### src/rtl/fir_pkg.sv
// Shared widths, types and the saturation helper for the FIR output path.
package fir_pkg;

    localparam int unsigned AUDIO_W   = 16;
    localparam int unsigned ACC_W     = 32;
    localparam int unsigned SAT_CNT_W = 8;

    // Saturation result: audio sample plus a flag set when clipping occurred.
    typedef struct packed {
        logic [AUDIO_W-1:0] sample;
        logic               sat;
    } audio_sat_t;

    localparam logic signed [ACC_W:0] AUDIO_MAX =
        {{(ACC_W - AUDIO_W + 2){1'b0}}, {(AUDIO_W - 1){1'b1}}};
    localparam logic signed [ACC_W:0] AUDIO_MIN =
        {{(ACC_W - AUDIO_W + 2){1'b1}}, {(AUDIO_W - 1){1'b0}}};

    function automatic audio_sat_t sat_to_audio(input logic signed [ACC_W:0] value);
        audio_sat_t res;
        res.sample = value[AUDIO_W-1:0];
        res.sat    = 1'b0;
        if (value > AUDIO_MAX) begin
            res.sample = {1'b0, {(AUDIO_W - 1){1'b1}}};
            res.sat    = 1'b1;
        end else if (value < AUDIO_MIN) begin
            res.sample = {1'b1, {(AUDIO_W - 1){1'b0}}};
            res.sat    = 1'b1;
        end
        return res;
    endfunction

endpackage

### src/rtl/fir_output_stage_fifo.sv
// Synchronous FIFO with a registered first-word-fall-through head and fill count.
// A push into a full FIFO is accepted when a pop happens on the same edge.
module sync_fifo #(
    parameter int unsigned WIDTH = 16,
    parameter int unsigned DEPTH = 8
) (
    input  logic                     clk_i,
    input  logic                     rst_ni,
    input  logic                     clr,
    input  logic                     push,
    input  logic [WIDTH-1:0]         push_data,
    input  logic                     pop,
    output logic [WIDTH-1:0]         head,
    output logic                     valid,
    output logic [$clog2(DEPTH):0]   fill
);

    localparam int unsigned PTR_W = $clog2(DEPTH);
    localparam int unsigned CNT_W = PTR_W + 1;
    localparam logic [CNT_W-1:0] CNT_FULL = CNT_W'(DEPTH);
    localparam logic [CNT_W-1:0] CNT_ONE  = CNT_W'(1);

    logic [WIDTH-1:0] mem_q [DEPTH];
    logic [PTR_W-1:0] wr_ptr_q;
    logic [PTR_W-1:0] rd_ptr_q;
    logic [PTR_W-1:0] rd_next;
    logic [CNT_W-1:0] cnt_q;
    logic [CNT_W-1:0] cnt_d;
    logic [WIDTH-1:0] head_q;
    logic [WIDTH-1:0] head_d;
    logic             valid_q;
    logic             do_push;
    logic             do_pop;

    // Handshake qualification, occupancy and next head word.
    always_comb begin
        do_pop  = pop && (cnt_q != '0);
        do_push = push && ((cnt_q != CNT_FULL) || do_pop);
        rd_next = rd_ptr_q + PTR_W'(1);

        cnt_d = cnt_q;
        if (do_push && !do_pop) begin
            cnt_d = cnt_q + CNT_ONE;
        end else if (!do_push && do_pop) begin
            cnt_d = cnt_q - CNT_ONE;
        end

        // Head holds its last value when the FIFO drains.
        head_d = head_q;
        if (do_pop) begin
            if (cnt_q == CNT_ONE) begin
                if (do_push) begin
                    head_d = push_data;
                end
            end else begin
                head_d = mem_q[rd_next];
            end
        end else if (do_push && (cnt_q == '0)) begin
            head_d = push_data;
        end
    end

    always_ff @(posedge clk_i or negedge rst_ni) begin
        if (!rst_ni) begin
            wr_ptr_q <= '0;
            rd_ptr_q <= '0;
            cnt_q    <= '0;
            head_q   <= '0;
            valid_q  <= 1'b0;
        end else if (clr) begin
            wr_ptr_q <= '0;
            rd_ptr_q <= '0;
            cnt_q    <= '0;
            head_q   <= '0;
            valid_q  <= 1'b0;
        end else begin
            if (do_push) begin
                wr_ptr_q <= wr_ptr_q + PTR_W'(1);
            end
            if (do_pop) begin
                rd_ptr_q <= rd_next;
            end
            cnt_q   <= cnt_d;
            head_q  <= head_d;
            valid_q <= (cnt_d != '0);
        end
    end

    // Storage needs no reset: pointers and count define what is live.
    always_ff @(posedge clk_i) begin
        if (do_push && !clr) begin
            mem_q[wr_ptr_q] <= push_data;
        end
    end

    assign head  = head_q;
    assign valid = valid_q;
    assign fill  = cnt_q;

endmodule

### src/rtl/fir_output_stage.sv
// FIR output stage: rounding arithmetic right shift, saturation to audio width,
// and a small FIFO toward the audio transmitter with saturation/drop reporting.
module fir_output_stage
    import fir_pkg::*;
#(
    parameter int unsigned IN_W       = ACC_W,
    parameter int unsigned OUT_W      = AUDIO_W,
    parameter int unsigned SHIFT_W    = 5,
    parameter int unsigned FIFO_DEPTH = 8
) (
    input  logic                          clk_i,
    input  logic                          rst_ni,
    input  logic                          clr_i,
    input  logic [SHIFT_W-1:0]            shift_i,
    input  logic [IN_W-1:0]               in_data_i,
    input  logic                          in_valid_i,
    output logic [OUT_W-1:0]              out_data_o,
    output logic                          out_valid_o,
    input  logic                          out_ready_i,
    output logic [$clog2(FIFO_DEPTH):0]   fill_o,
    output logic [SAT_CNT_W-1:0]          sat_cnt_o,
    output logic                          drop_o
);

    localparam int unsigned CNT_W = $clog2(FIFO_DEPTH) + 1;
    localparam logic [CNT_W-1:0]     FILL_FULL   = CNT_W'(FIFO_DEPTH);
    localparam logic [SAT_CNT_W-1:0] SAT_CNT_MAX = '1;

    logic signed [IN_W:0] ext;
    logic signed [IN_W:0] rnd;
    logic signed [IN_W:0] s1_d;
    logic signed [IN_W:0] s1_q;
    logic                 s1_valid_q;
    logic [OUT_W-1:0]     s2_data_q;
    logic                 s2_valid_q;
    logic [SAT_CNT_W-1:0] sat_cnt_q;
    logic                 drop_q;
    audio_sat_t           sat_res;
    logic                 fifo_pop;
    logic                 fifo_full;

    // Round half toward +inf, then arithmetic shift; the extra bit absorbs the carry.
    always_comb begin
        ext = {in_data_i[IN_W-1], in_data_i};
        rnd = '0;
        if (shift_i != '0) begin
            rnd = (IN_W + 1)'(1) << (shift_i - SHIFT_W'(1));
        end
        s1_d = (ext + rnd) >>> shift_i;
    end

    assign sat_res   = sat_to_audio(s1_q);
    assign fifo_pop  = out_valid_o && out_ready_i;
    assign fifo_full = (fill_o == FILL_FULL);

    always_ff @(posedge clk_i or negedge rst_ni) begin
        if (!rst_ni) begin
            s1_q       <= '0;
            s1_valid_q <= 1'b0;
            s2_data_q  <= '0;
            s2_valid_q <= 1'b0;
            sat_cnt_q  <= '0;
            drop_q     <= 1'b0;
        end else if (clr_i) begin
            s1_q       <= '0;
            s1_valid_q <= 1'b0;
            s2_data_q  <= '0;
            s2_valid_q <= 1'b0;
            sat_cnt_q  <= '0;
            drop_q     <= 1'b0;
        end else begin
            s1_valid_q <= in_valid_i;
            if (in_valid_i) begin
                s1_q <= s1_d;
            end
            s2_valid_q <= s1_valid_q;
            if (s1_valid_q) begin
                s2_data_q <= OUT_W'(sat_res.sample);
            end
            if (s1_valid_q && sat_res.sat && (sat_cnt_q != SAT_CNT_MAX)) begin
                sat_cnt_q <= sat_cnt_q + SAT_CNT_W'(1);
            end
            // A push into a full FIFO without a simultaneous pop is lost.
            if (s2_valid_q && fifo_full && !fifo_pop) begin
                drop_q <= 1'b1;
            end
        end
    end

    sync_fifo #(
        .WIDTH (OUT_W),
        .DEPTH (FIFO_DEPTH)
    ) u_fifo (
        .clk_i     (clk_i),
        .rst_ni    (rst_ni),
        .clr       (clr_i),
        .push      (s2_valid_q),
        .push_data (s2_data_q),
        .pop       (out_ready_i),
        .head      (out_data_o),
        .valid     (out_valid_o),
        .fill      (fill_o)
    );

    assign sat_cnt_o = sat_cnt_q;
    assign drop_o    = drop_q;

endmodule

### config.mk
export PLATFORM = sky130hd
export DESIGN_NAME = fir_output_stage
export DESIGN_NICKNAME = d
export VERILOG_FILES = /design/src/rtl/fir_pkg.sv /design/src/rtl/fir_output_stage_fifo.sv /design/src/rtl/fir_output_stage.sv
export SDC_FILE = /design/constraint.sdc
export NUM_CORES = 1
export LEC_CHECK = 0
export ABC_AREA = 1
export CAP_MARGIN = 20
export CORE_MARGIN = 2
export CORE_UTILIZATION = 60
export CTS_CLUSTER_DIAMETER = 40
export DETAILED_ROUTE_END_ITERATION = 10
export GPL_TIMING_DRIVEN = 0
export PLACE_DENSITY_LB_ADDON = 0.25
export SYNTH_ARGS = -nofsm -noshare
export SYNTH_HDL_FRONTEND = slang
export SYNTH_HIERARCHICAL = 1
export SYNTH_SLANG_ARGS = --single-unit
### constraint.sdc
create_clock -name clk_i -period 3.2 [get_ports clk_i]
set_input_delay 0.64 -clock clk_i [delete_from_list [all_inputs] [get_ports clk_i]]
set_output_delay 0.64 -clock clk_i [all_outputs]
set_load 0.01 [all_outputs]
==> results of run 1 <==
[worst reg2reg max path: stages (launching register included)]
cell and delay [ns]:
sky130_fd_sc_hd__dfrtp_1 0.50, sky130_fd_sc_hd__inv_1 0.12, sky130_fd_sc_hd__ha_1 0.30, sky130_fd_sc_hd__nand3_1 0.11
sky130_fd_sc_hd__nand2_1 0.10, sky130_fd_sc_hd__nor2_1 0.17, sky130_fd_sc_hd__nand2_1 0.17, sky130_fd_sc_hd__nor2_1 0.57
sky130_fd_sc_hd__buf_6 0.26
[cells by family after synthesis]
| logic type | Yosys count | share of synthesized area |
|---|---|---|
| and+or+nand+nor | 1148 | 0.3625 |
| buffers and inverters | 276 | 0.08116 |
| DFF | 215 | 0.4315 |
| AOI/OAI and AO/OA | 189 | 0.07999 |
| adders and majority gates | 41 | 0.03731 |
| xor gates and xnor gates | 10 | 0.006816 |
| muxes | 1 | 0.0007175 |
[layout make-up]
type	instances	area (sq um)
multi-input cells	1390	8170
flip-flops and latches	215	6021
fillers	1612	4955
repair buffers	116	1102
inverters	204	795.8
clock buffers	30	675.6
plain buffers	72	446.7
well taps	285	356.6
clock inverters	18	186.4
[report_power, final]
part	leakage (nW)	switching [mW]	total [mW]	internal (mW)
Sequential	2.35	0.181	3.32	3.14
Clock	0.411	1.23	2.88	1.65
Combinational	5.38	2.39	3.69	1.30
[flip-flops by register name, indices dropped and copies added, names as in the netlist]
register and count:
drop_o 1, s1_q 33, s1_valid_q 1, s2_data_q 16, s2_valid_q 1, sat_cnt_o 8
u_fifo/fill 4, u_fifo/head 16, u_fifo/mem_q 128, u_fifo/rd_ptr_q 3, u_fifo/valid 1, u_fifo/wr_ptr_q 3
[metal layers]
layer	GRT usage	routed length, um	up-vias
met4	0.1726	2290	0
met3	0.04652	3531	154
met1	0.4290	16730	6533
met5	0	0	-
met2	0.6193	21790	759
li1	-	-	6512
[repair_timing]
| action | CTS | global route |
|---|---|---|
| endpoints found under the hold margin | 16 | 0 |
| endpoints found under the setup margin | 33 | 32 |
| hold buffers | 1 | 0 |
| pin swaps | 67 | 77 |
| setup buffers | 23 | 13 |
| cloned | 3 | 0 |
| resized for setup | 191 | 156 |
[per-stage QoR]
| step | util | TNS [ns] |
|---|---|---|
| 4_1_cts | 0.7488 | -1.218 |
| 5_1_grt | 0.7818 | -8.877 |
| 3_3_place_gp | 0.6647 | -199.30 |
| 6_report | 0.7818 | -5.845 |
| 3_5_place_dp | 0.6695 | -50.37 |
| 2_1_floorplan | - | -3.748 |
[how the worst max path moves through the flow]
stage	from	to	slack [ns]	cells past startpoint
after floorplan	shift_i[1]	s1_q[14]$_DFFE_PN0P_	-0.16	31
after global placement	rst_ni	s1_q[19]$_DFFE_PN0P_	-1.64	1
after detailed placement	shift_i[2]	s1_q[18]$_DFFE_PN0P_	-1.61	26
after CTS	shift_i[1]	s1_q[21]$_DFFE_PN0P_	-0.08	24
after global routing	shift_i[1]	s1_q[28]$_DFFE_PN0P_	-0.36	26
final	shift_i[1]	s1_q[28]$_DFFE_PN0P_	-0.26	26
[layout by cell type (no fill, tap or decap), types with 23 or more instances in the layout]
| master | instances |
|---|---|
| sky130_fd_sc_hd__nand2_1 | 471 |
| sky130_fd_sc_hd__nand3_1 | 231 |
| sky130_fd_sc_hd__inv_1 | 181 |
| sky130_fd_sc_hd__nor2_1 | 156 |
| sky130_fd_sc_hd__edfxtp_1 | 128 |
| sky130_fd_sc_hd__o21ai_0 | 95 |
| sky130_fd_sc_hd__nand2_2 | 92 |
| sky130_fd_sc_hd__dfrtp_1 | 87 |
| sky130_fd_sc_hd__nand3_2 | 76 |
| sky130_fd_sc_hd__clkdlybuf4s50_1 | 65 |
| sky130_fd_sc_hd__buf_4 | 47 |
| sky130_fd_sc_hd__o211ai_1 | 37 |
| sky130_fd_sc_hd__nor2_2 | 33 |
| sky130_fd_sc_hd__clkbuf_16 | 28 |
| sky130_fd_sc_hd__clkbuf_1 | 27 |
| sky130_fd_sc_hd__ha_4 | 24 |
| sky130_fd_sc_hd__nand2_4 | 23 |
| sky130_fd_sc_hd__buf_2 | 23 |
==> metrics.txt, run 1 <==
result of the run finished, violations left; failing checks setup timing; number of unique standard cell types used by synthesis 50; Congestion Overflow GR 0; number of warnings issued by yosys 6; endpoints failing setup 32; Critical Setup Path Class in -> reg; ratio of routed vias to standard cells 5.991; Std-Cell Rows 55; DRC violation total after the first TritonRoute iteration 1382; slack of the critical path -0.2591 ns; syn_nets 1963; count of nets left with antenna violations after detail routing 0; critical path data required time 3.61 ns; synthesized instance count 1880; Final Cycle Share 1.081; clock latency at the later pin of the worst-skew pair 0.53 ns; Min Clock Period, post-route 3.459 ns; detailed-router iteration count before antenna repair 6; CP max stage delay 0.34 ns; Overall Power 9.889 mW; global routing usage summed across all routing layers 0.3528; worst clock skew 0.01293 ns; ant diodes 0; instance count along the most critical hold path 2; # IOs 72; top flip-flop cell by instance count after synthesis sky130_fd_sc_hd__edfxtp_1; starting utilization of the core area 0.6144; Critical Path Slowest Stage Cell sky130_fd_sc_hd__fa_2; Die Outline Area 24490 sq um; Hold WS 0.4730 ns; maximum fanout along the worst path 6; capture point of the worst reg-to-reg path u_fifo/mem_q[2][6]$_DFFE_PP_; vias after detailed routing 13960; number of flops mapped to enable cells by yosys 128; unrepaired setup endpoints after global routing true; crit path launch type input port; path class of the lowest-slack min-delay path reg -> reg; cell total after placement 2243; leading post-synthesis cells by instance count sky130_fd_sc_hd__nand2_1, sky130_fd_sc_hd__nand3_1, sky130_fd_sc_hd__inv_1, sky130_fd_sc_hd__nor2_1, sky130_fd_sc_hd__edfxtp_1; final hold violation count 0; root buffer cell sky130_fd_sc_hd__clkbuf_16; highest clock frequency the design can meet 289.1 MHz; cell with the most instances after synthesis sky130_fd_sc_hd__nand2_1; startpoint of the tightest hold check path u_fifo/head[7]$_DFFE_PN0P_; logic depth of the worst register-to-register path 8; floorplan die width 156.5 um; worst vdd rail ir drop 0.0004458 V; fraction of registers with async set/reset 0.4047; number of clock sinks 215; clock input transition at the sequential cells of the worst setup and hold paths 0.06 ns; area growth from synthesis to layout 27.25%; input/output buffers 69; ratio of cells with drive above 1 in the final layout 0.2328; number of buffers added by the clock tree synthesis step 26; post-DP HPWL 31530 um; core area 22710 sq um; clock buffer depth 3; global-route wire length before repair 67780 um; Placement Setup Slack -1.612 ns; crit path buf inv count 5; synthesized cell area 13950 sq um; share of the yosys chip area belonging to registers 0.4315; detail-routed net length per standard cell 19.03 um; biggest area consumer among synthesized cells sky130_fd_sc_hd__edfxtp_1; WHS Endpoint u_fifo/head[7]$_DFFE_PN0P_; cell class contributing the biggest share of worst-path delay simple AND/OR/NAND/NOR gates; kind of end point of the critical path flop; final instance count without filler cells 2330; P_leak 8.145 nW; cell area reported after detailed placement 15200 sq um; startpoint of the worst-slack reg-to-reg timing path u_fifo/fill[0]$_DFF_PN0_; placer congestion estimate 0.9559; leading post-synthesis cells by cell area sky130_fd_sc_hd__edfxtp_1, sky130_fd_sc_hd__dfrtp_1, sky130_fd_sc_hd__nand2_1, sky130_fd_sc_hd__nand3_1, sky130_fd_sc_hd__inv_1; Routed WL 44350 um; maxcap violations 0; fin area 17750 sq um; H-tree Lvls 1; detailed-route DRC error count 0; vias in the first global route 13560; headroom to the max-slew limit 0.5265; Least-Margin Pin Slew 0.7010 ns; Final Max Tran Viols 0; antenna violations before repair 0; maximum number of pins on one net before global-route repair 72; die span in y 156.5 um; number of nets at the end of the flow 2108; average size of a mapped cell 7.421 sq um; cell area power density 557.0 nW/um^2; register-to-register path setup slack 0.61 ns; share of the synthesized area in the top cell type 0.2755; clock tree from TritonCTS done; number of register bits inferred by synthesis 215; critical path data arrival time 3.87 ns; Top cell by count, worst path sky130_fd_sc_hd__nand3_2
No activity file was read; power rests on OpenSTA's default activity.
==> inputs of run 2 (changes only) <==
==> constraint.sdc (replaced) <==
create_clock -name clk_i -period 3.8 [get_ports clk_i]
set_input_delay 0.76 -clock clk_i [delete_from_list [all_inputs] [get_ports clk_i]]
set_output_delay 0.76 -clock clk_i [all_outputs]
set_load 0.01 [all_outputs]
==> metrics.txt, run 2 (same netlist as run 1, synthesis figures left out) <==
global-route wire length before repair 65460 um (-3.4%); DRC violation total after the first TritonRoute iteration 1189 (-14%); worst vdd rail ir drop 0.0004466 V (+0.18%); Least-Margin Pin Slew 0.6963 ns (-0.004697 ns); critical path data required time 4.21 ns (+0.60 ns); clock input transition at the sequential cells of the worst setup and hold paths 0.06 ns (about the same); ratio of routed vias to standard cells 5.862 (-2.1%); kind of end point of the critical path flop; global routing usage summed across all routing layers 0.3431 (-0.009754); register-to-register path setup slack 1.09 ns (+0.48 ns); Routed WL 41910 um (-5.5%); cell area power density 503.4 nW/um^2 (-9.6%); total negative setup slack 0 ns (+5.845 ns); root buffer cell sky130_fd_sc_hd__clkbuf_16; headroom to the max-slew limit 0.5341 (+0.007531); CP max stage delay 0.37 ns (+0.03 ns); Critical Setup Path Class in -> reg; area growth from synthesis to layout 19.24%; number of buffers added by the clock tree synthesis step 28 (+7.7%); number of nets at the end of the flow 2083 (-1.2%); P_leak 7.808 nW (-4.1%); clock tree from TritonCTS done; clock buffer depth 3 (unchanged); ratio of cells with drive above 1 in the final layout 0.1474 (-0.08538); crit path launch type input port; count of hold-fix buffers inserted at cts 0 (-1); number of clock sinks 215 (unchanged); startpoint of the worst-slack reg-to-reg timing path u_fifo/fill[0]$_DFF_PN0_; starting utilization of the core area 0.6144 (unchanged); max FFs per register 128 (unchanged); Min Clock Period, post-route 3.697 ns; vias after detailed routing 13520 (-3.1%); final hold violation count 0 (unchanged); final instance count without filler cells 2307 (-0.99%); highest clock frequency the design can meet 270.5 MHz; Std-Cell Rows 55 (unchanged); die span in y 156.5 um (unchanged); Congestion Overflow GR 0 (unchanged); cell total after placement 2243 (unchanged); largest registers u_fifo/mem_q x128, s1_q x33; logic depth of the worst register-to-register path 8 (unchanged); # IOs 72 (unchanged); detailed-route DRC error count 0 (unchanged); Overall Power 8.375 mW (-15%); Final Max Tran Viols 0 (unchanged); vias in the first global route 12780 (-5.7%); capture point of the worst reg-to-reg path u_fifo/mem_q[2][4]$_DFFE_PP_; leading cell type in the layout, fill and taps excluded sky130_fd_sc_hd__nand2_1; worst clock skew 0.03486 ns (+0.02193 ns); antenna violations before repair 0 (unchanged); input/output buffers 69 (unchanged); Final Cycle Share 0.9728; post-DP HPWL 31300 um (-0.72%); H-tree Lvls 1 (unchanged); floorplan die width 156.5 um (unchanged); ant diodes 0 (unchanged); detailed-router iteration count before antenna repair 8 (+2); critical path data arrival time 4.11 ns (+0.24 ns); endpoints failing setup 0 (-100%); count of nets left with antenna violations after detail routing 0 (unchanged); maximum fanout along the worst path 10 (+4); most frequent cells in the layout sky130_fd_sc_hd__nand2_1, sky130_fd_sc_hd__nand3_1, sky130_fd_sc_hd__inv_1; path class of the lowest-slack min-delay path in -> async; Hold WS 0.07312 ns (-0.3999 ns); Die Outline Area 24490 sq um (unchanged); maximum number of pins on one net before global-route repair 71 (-1.4%); result of the run finished clean; placer congestion estimate 0.9575 (+0.17%); maxcap violations 0 (unchanged); register with the most flip-flops u_fifo/mem_q; clock latency at the later pin of the worst-skew pair 0.56 ns (+0.03 ns); Critical Path Slowest Stage Cell sky130_fd_sc_hd__fa_2; detail-routed net length per standard cell 18.17 um (-4.5%); core area 22710 sq um (unchanged)
## run 2: cell count changes in the layout (fill, tap and decap cells not counted), sizes merged, moves of 2 or more
cell         before  now
buf              90   67
clkinvlp          4    2
clkinv            9   14
dlygate4sd2       0    2
## run 2: stage by stage
stage / utilization / cell area, sq um / setup slack (ns)
2_1_floorplan: - / 13970 / 0.06379
3_3_place_gp: 0.6614 / 15020 / -1.560
3_5_place_dp: 0.6661 / 15130 / -1.644
4_1_cts: 0.7131 / 16190 / 0.01924
5_1_grt: 0.7326 / 16640 / -0.04583
6_report: 0.7326 / 16640 / 0.1033
## run 2: how the worst max path moves through the flow
stage / cells past startpoint / to / slack, ns / from
finish: 28 / s1_q[23]$_DFFE_PN0P_ / 0.10 / shift_i[2]
global route: 30 / s1_q[31]$_DFFE_PN0P_ / -0.05 / shift_i[2]
CTS: 26 / s1_q[21]$_DFFE_PN0P_ / 0.02 / shift_i[0]
detailed placement: 26 / s1_q[18]$_DFFE_PN0P_ / -1.64 / shift_i[2]
global placement: 26 / s1_q[26]$_DFFE_PN0P_ / -1.56 / shift_i[2]
floorplan: 29 / s1_q[14]$_DFFE_PN0P_ / 0.06 / shift_i[2]
## run 2: routing by layer
| layer | GRT usage | part of all wire | up-vias |
|---|---|---|---|
| met1 | 0.4288 | 0.39 | 6322 |
| li1 | - | - | 6457 |
| met2 | 0.5937 | 0.49 | 619 |
| met4 | 0.1678 | 0.050 | 0 |
| met3 | 0.03849 | 0.072 | 126 |
| met5 | 0 | 0 | - |
## run 2: final cells by class
type,instances,area [sq um]
sequential,215,6021
clock buffer,32,747.0
multi-input combinational,1389,7232
tap,285,356.6
buffer,72,402.9
fill,1773,6073
clock inverter,20,215.2
timing repair buffer,90,879.6
inverter,204,782.0
## run 2: critical path, delay by kind of cell
family | cells | cell delay [ns]
AOI/OAI and AO/OA | 1 | 0.14
adders and majority gates | 2 | 0.70
buffers and inverters | 6 | 0.66
and+or+nand+nor | 19 | 1.83
## run 2: where the power goes
part / total (mW) / internal, mW / switching (mW)
Combinational: 2.95 / 1.02 / 1.92
Clock: 2.63 / 1.53 / 1.10
Sequential: 2.80 / 2.65 / 0.151
Total: 8.38 / 5.20 / 3.18
## run 2: repair_timing
action                                  in CTS  in global routing
cloned                                       0                  0
endpoints found under the setup margin      33                 32
pin swaps                                    2                 26
setup buffers                                4                  8
gates resized for setup                     36                105
==> inputs of run 3 (changes only) <==
--- a/config.mk
+++ b/config.mk
@@ -7,8 +7,10 @@
 export LEC_CHECK = 0
 export ABC_AREA = 1
 export CAP_MARGIN = 20
+export CELL_PAD_IN_SITES_DETAIL_PLACEMENT = 1
+export CELL_PAD_IN_SITES_GLOBAL_PLACEMENT = 1
 export CORE_MARGIN = 2
-export CORE_UTILIZATION = 60
+export CORE_UTILIZATION = 45
 export CTS_CLUSTER_DIAMETER = 40
 export DETAILED_ROUTE_END_ITERATION = 10
 export GPL_TIMING_DRIVEN = 0
==> metrics.txt, run 3 (same netlist as run 1, synthesis figures left out) <==
result of the run finished clean; Std-Cell Rows 64 (+16%); endpoints failing setup 0 (unchanged); number of nets at the end of the flow 2087 (+0.19%); Sw Ratio 0.3968 (+0.01766); largest registers u_fifo/mem_q x128, s1_q x33; final instance count without filler cells 2425 (+5.1%); worst clock skew 0.03125 ns (-0.003612 ns); Cell Int Power 5.273 mW (+1.4%); P_leak 7.801 nW (about the same); highest clock frequency the design can meet 269.5 MHz (-0.38%); core area 30590 sq um (+35%); cell total after placement 2353 (+4.9%); antenna violations before repair 1 (+1); post-DP HPWL 38030 um (+21%); crit path launch type input port; vias in the first global route 14960 (+17%); area growth from synthesis to layout 21.06%; Min Clock Period, post-route 3.711 ns (+0.01422 ns); kind of end point of the critical path flop; startpoint of the worst-slack reg-to-reg timing path u_fifo/fill[0]$_DFF_PN0_; H-tree Lvls 1 (unchanged); combinational share of power 0.361 (+0.009); Final Cycle Share 0.9766 (+0.003742); slack of the critical path 0.08904 ns (-0.01422 ns); Congestion Overflow GR 0 (unchanged); maximum number of pins on one net before global-route repair 60 (-15%); switching power 3.468 mW (+9.2%); ratio of cells with drive above 1 in the final layout 0.1534 (+0.005974); vias after detailed routing 13970 (+3.3%); Critical Path Slowest Stage Cell sky130_fd_sc_hd__ha_2; Placement Setup Slack -1.689 ns (-0.04427 ns); worst vdd rail ir drop 0.0003390 V (-24%); final hold violation count 0 (unchanged); count of hold-fix buffers inserted at cts 0 (unchanged); root buffer cell sky130_fd_sc_hd__clkbuf_16; number of buffers added by the clock tree synthesis step 30 (+7.1%); unrepaired setup endpoints after global routing true; detailed-router iteration count before antenna repair 5 (-3); logic depth of the worst register-to-register path 7 (-1); number of clock sinks 215 (unchanged); die span in y 180.1 um (+15%); global routing usage summed across all routing layers 0.3155 (-0.02755); headroom to the max-slew limit 0.3216 (-0.2125); register with the most flip-flops u_fifo/mem_q; count of filler cells inserted in the layout 3821 (+120%); ratio of routed vias to standard cells 5.759 (-1.8%); clock input transition at the sequential cells of the worst setup and hold paths 0.06 ns (about the same); Die Outline Area 32430 sq um (+32%); placer congestion estimate 0.9479 (-1.0%); clock tree from TritonCTS done; leading cell type in the layout, fill and taps excluded sky130_fd_sc_hd__nand2_1; critical path data arrival time 4.21 ns (+0.10 ns); global-route wire length before repair 81210 um (+24%); clock latency at the later pin of the worst-skew pair 0.57 ns (about the same); register-to-register path setup slack 0.96 ns (-0.13 ns); clock buffer depth 3 (unchanged); input/output buffers 69 (unchanged); Least-Margin Pin Slew 1.016 ns (+0.3202 ns); # IOs 72 (unchanged); capture point of the worst reg-to-reg path u_fifo/mem_q[2][13]$_DFFE_PP_; share of power burned in the clock network 0.318 (+0.004); Critical Setup Path Class in -> reg; starting utilization of the core area 0.4561 (-0.1583); floorplan die width 180.1 um (+15%); Routed WL 51950 um (+24%); Top cell by count, worst path sky130_fd_sc_hd__nand2_1; count of nets left with antenna violations after detail routing 0 (unchanged); critical path data required time 4.30 ns (+0.09 ns); maxcap violations 0 (unchanged); DRC violation total after the first TritonRoute iteration 856 (-28%); most frequent cells in the layout sky130_fd_sc_hd__nand2_1, sky130_fd_sc_hd__nand3_1, sky130_fd_sc_hd__inv_1; sequential fraction of design power 0.321 (-0.013); Final Max Tran Viols 0 (unchanged); max FFs per register 128 (unchanged); path class of the lowest-slack min-delay path in -> async; cell area power density 517.6 nW/um^2 (+2.8%); maximum fanout along the worst path 7 (-3); CP max stage delay 0.33 ns (-0.04 ns); detail-routed net length per standard cell 21.42 um (+18%); detailed-route DRC error count 0 (unchanged)
## run 3: final cells by class
cell class | instances | area [sq um] | area share
multi-input cells | 1389 | 7293 | 0.4318
diodes | 1 | 2.502 | 0.0001482
flip-flops and latches | 215 | 6021 | 0.3565
well taps | 396 | 495.5 | 0.02934
clock buffers | 32 | 778.2 | 0.04608
clock inverters | 24 | 242.7 | 0.01437
plain buffers | 72 | 394.1 | 0.02334
repair buffers | 92 | 888.4 | 0.05260
inverters | 204 | 774.5 | 0.04586
## run 3: worst max-delay path by stage
| stage | start | to | depth (start not counted) |
|---|---|---|---|
| after floorplan | shift_i[2] | s1_q[14]$_DFFE_PN0P_ | 29 |
| after global placement | shift_i[2] | s1_q[16]$_DFFE_PN0P_ | 24 |
| after detailed placement | shift_i[2] | s1_q[16]$_DFFE_PN0P_ | 24 |
| after CTS | shift_i[2] | s1_q[29]$_DFFE_PN0P_ | 30 |
| after global routing | shift_i[1] | s1_q[7]$_DFFE_PN0P_ | 29 |
| final | shift_i[1] | s1_q[9]$_DFFE_PN0P_ | 26 |
## run 3: power groups by stage
stage               clock [mW]  sequential, mW  combinational [mW]
floorplan                    0            2.84                1.83
global placement             0            2.83                2.77
detailed placement           0            2.85                2.97
CTS                       2.81            2.81                3.09
global route              2.90            2.83                3.45
finish                    2.78            2.81                3.16
## run 3: layer usage
metal | GRT usage | up-vias | wire length (um)
met5 | 0 | - | 0
met4 | 0.1432 | 0 | 2675
met3 | 0.03193 | 154 | 2419
met2 | 0.5813 | 477 | 26620
met1 | 0.3698 | 6871 | 20230
li1 | - | 6464 | -
## run 3: critical path, delay by kind of cell
family,cells,cell delay [ns]
AO/OA/AOI/OAI,1,0.17
adder cells (fa/ha/maj),1,0.33
AND/OR/NAND/NOR,18,2.22
buffers and inverters,6,0.70
## run 3: repair_timing
| action | in CTS | in global routing |
|---|---|---|
| pin swaps | 9 | 20 |
| gates resized for setup | 43 | 102 |
| setup endpoints to repair | 33 | 32 |
| buffers inserted | 8 | 7 |
## run 3: through the flow
| stage | hold slack [ns] | util | setup TNS [ns] | cell area (sq um) | total power, mW |
|---|---|---|---|---|---|
| 2_1_floorplan | 0.4437 | - | 0 | 13970 | 4.674 |
| 5_1_grt | 0.1698 | 0.5522 | -1.462 | 16890 | 9.177 |
| 4_1_cts | 0.1542 | 0.5381 | 0 | 16460 | 8.713 |
| 3_3_place_gp | 0.4615 | 0.4956 | -173.42 | 15160 | 5.594 |
| 3_5_place_dp | 0.4649 | 0.4989 | -52.21 | 15260 | 5.820 |
| 6_report | 0.1500 | 0.5522 | 0 | 16890 | 8.742 |
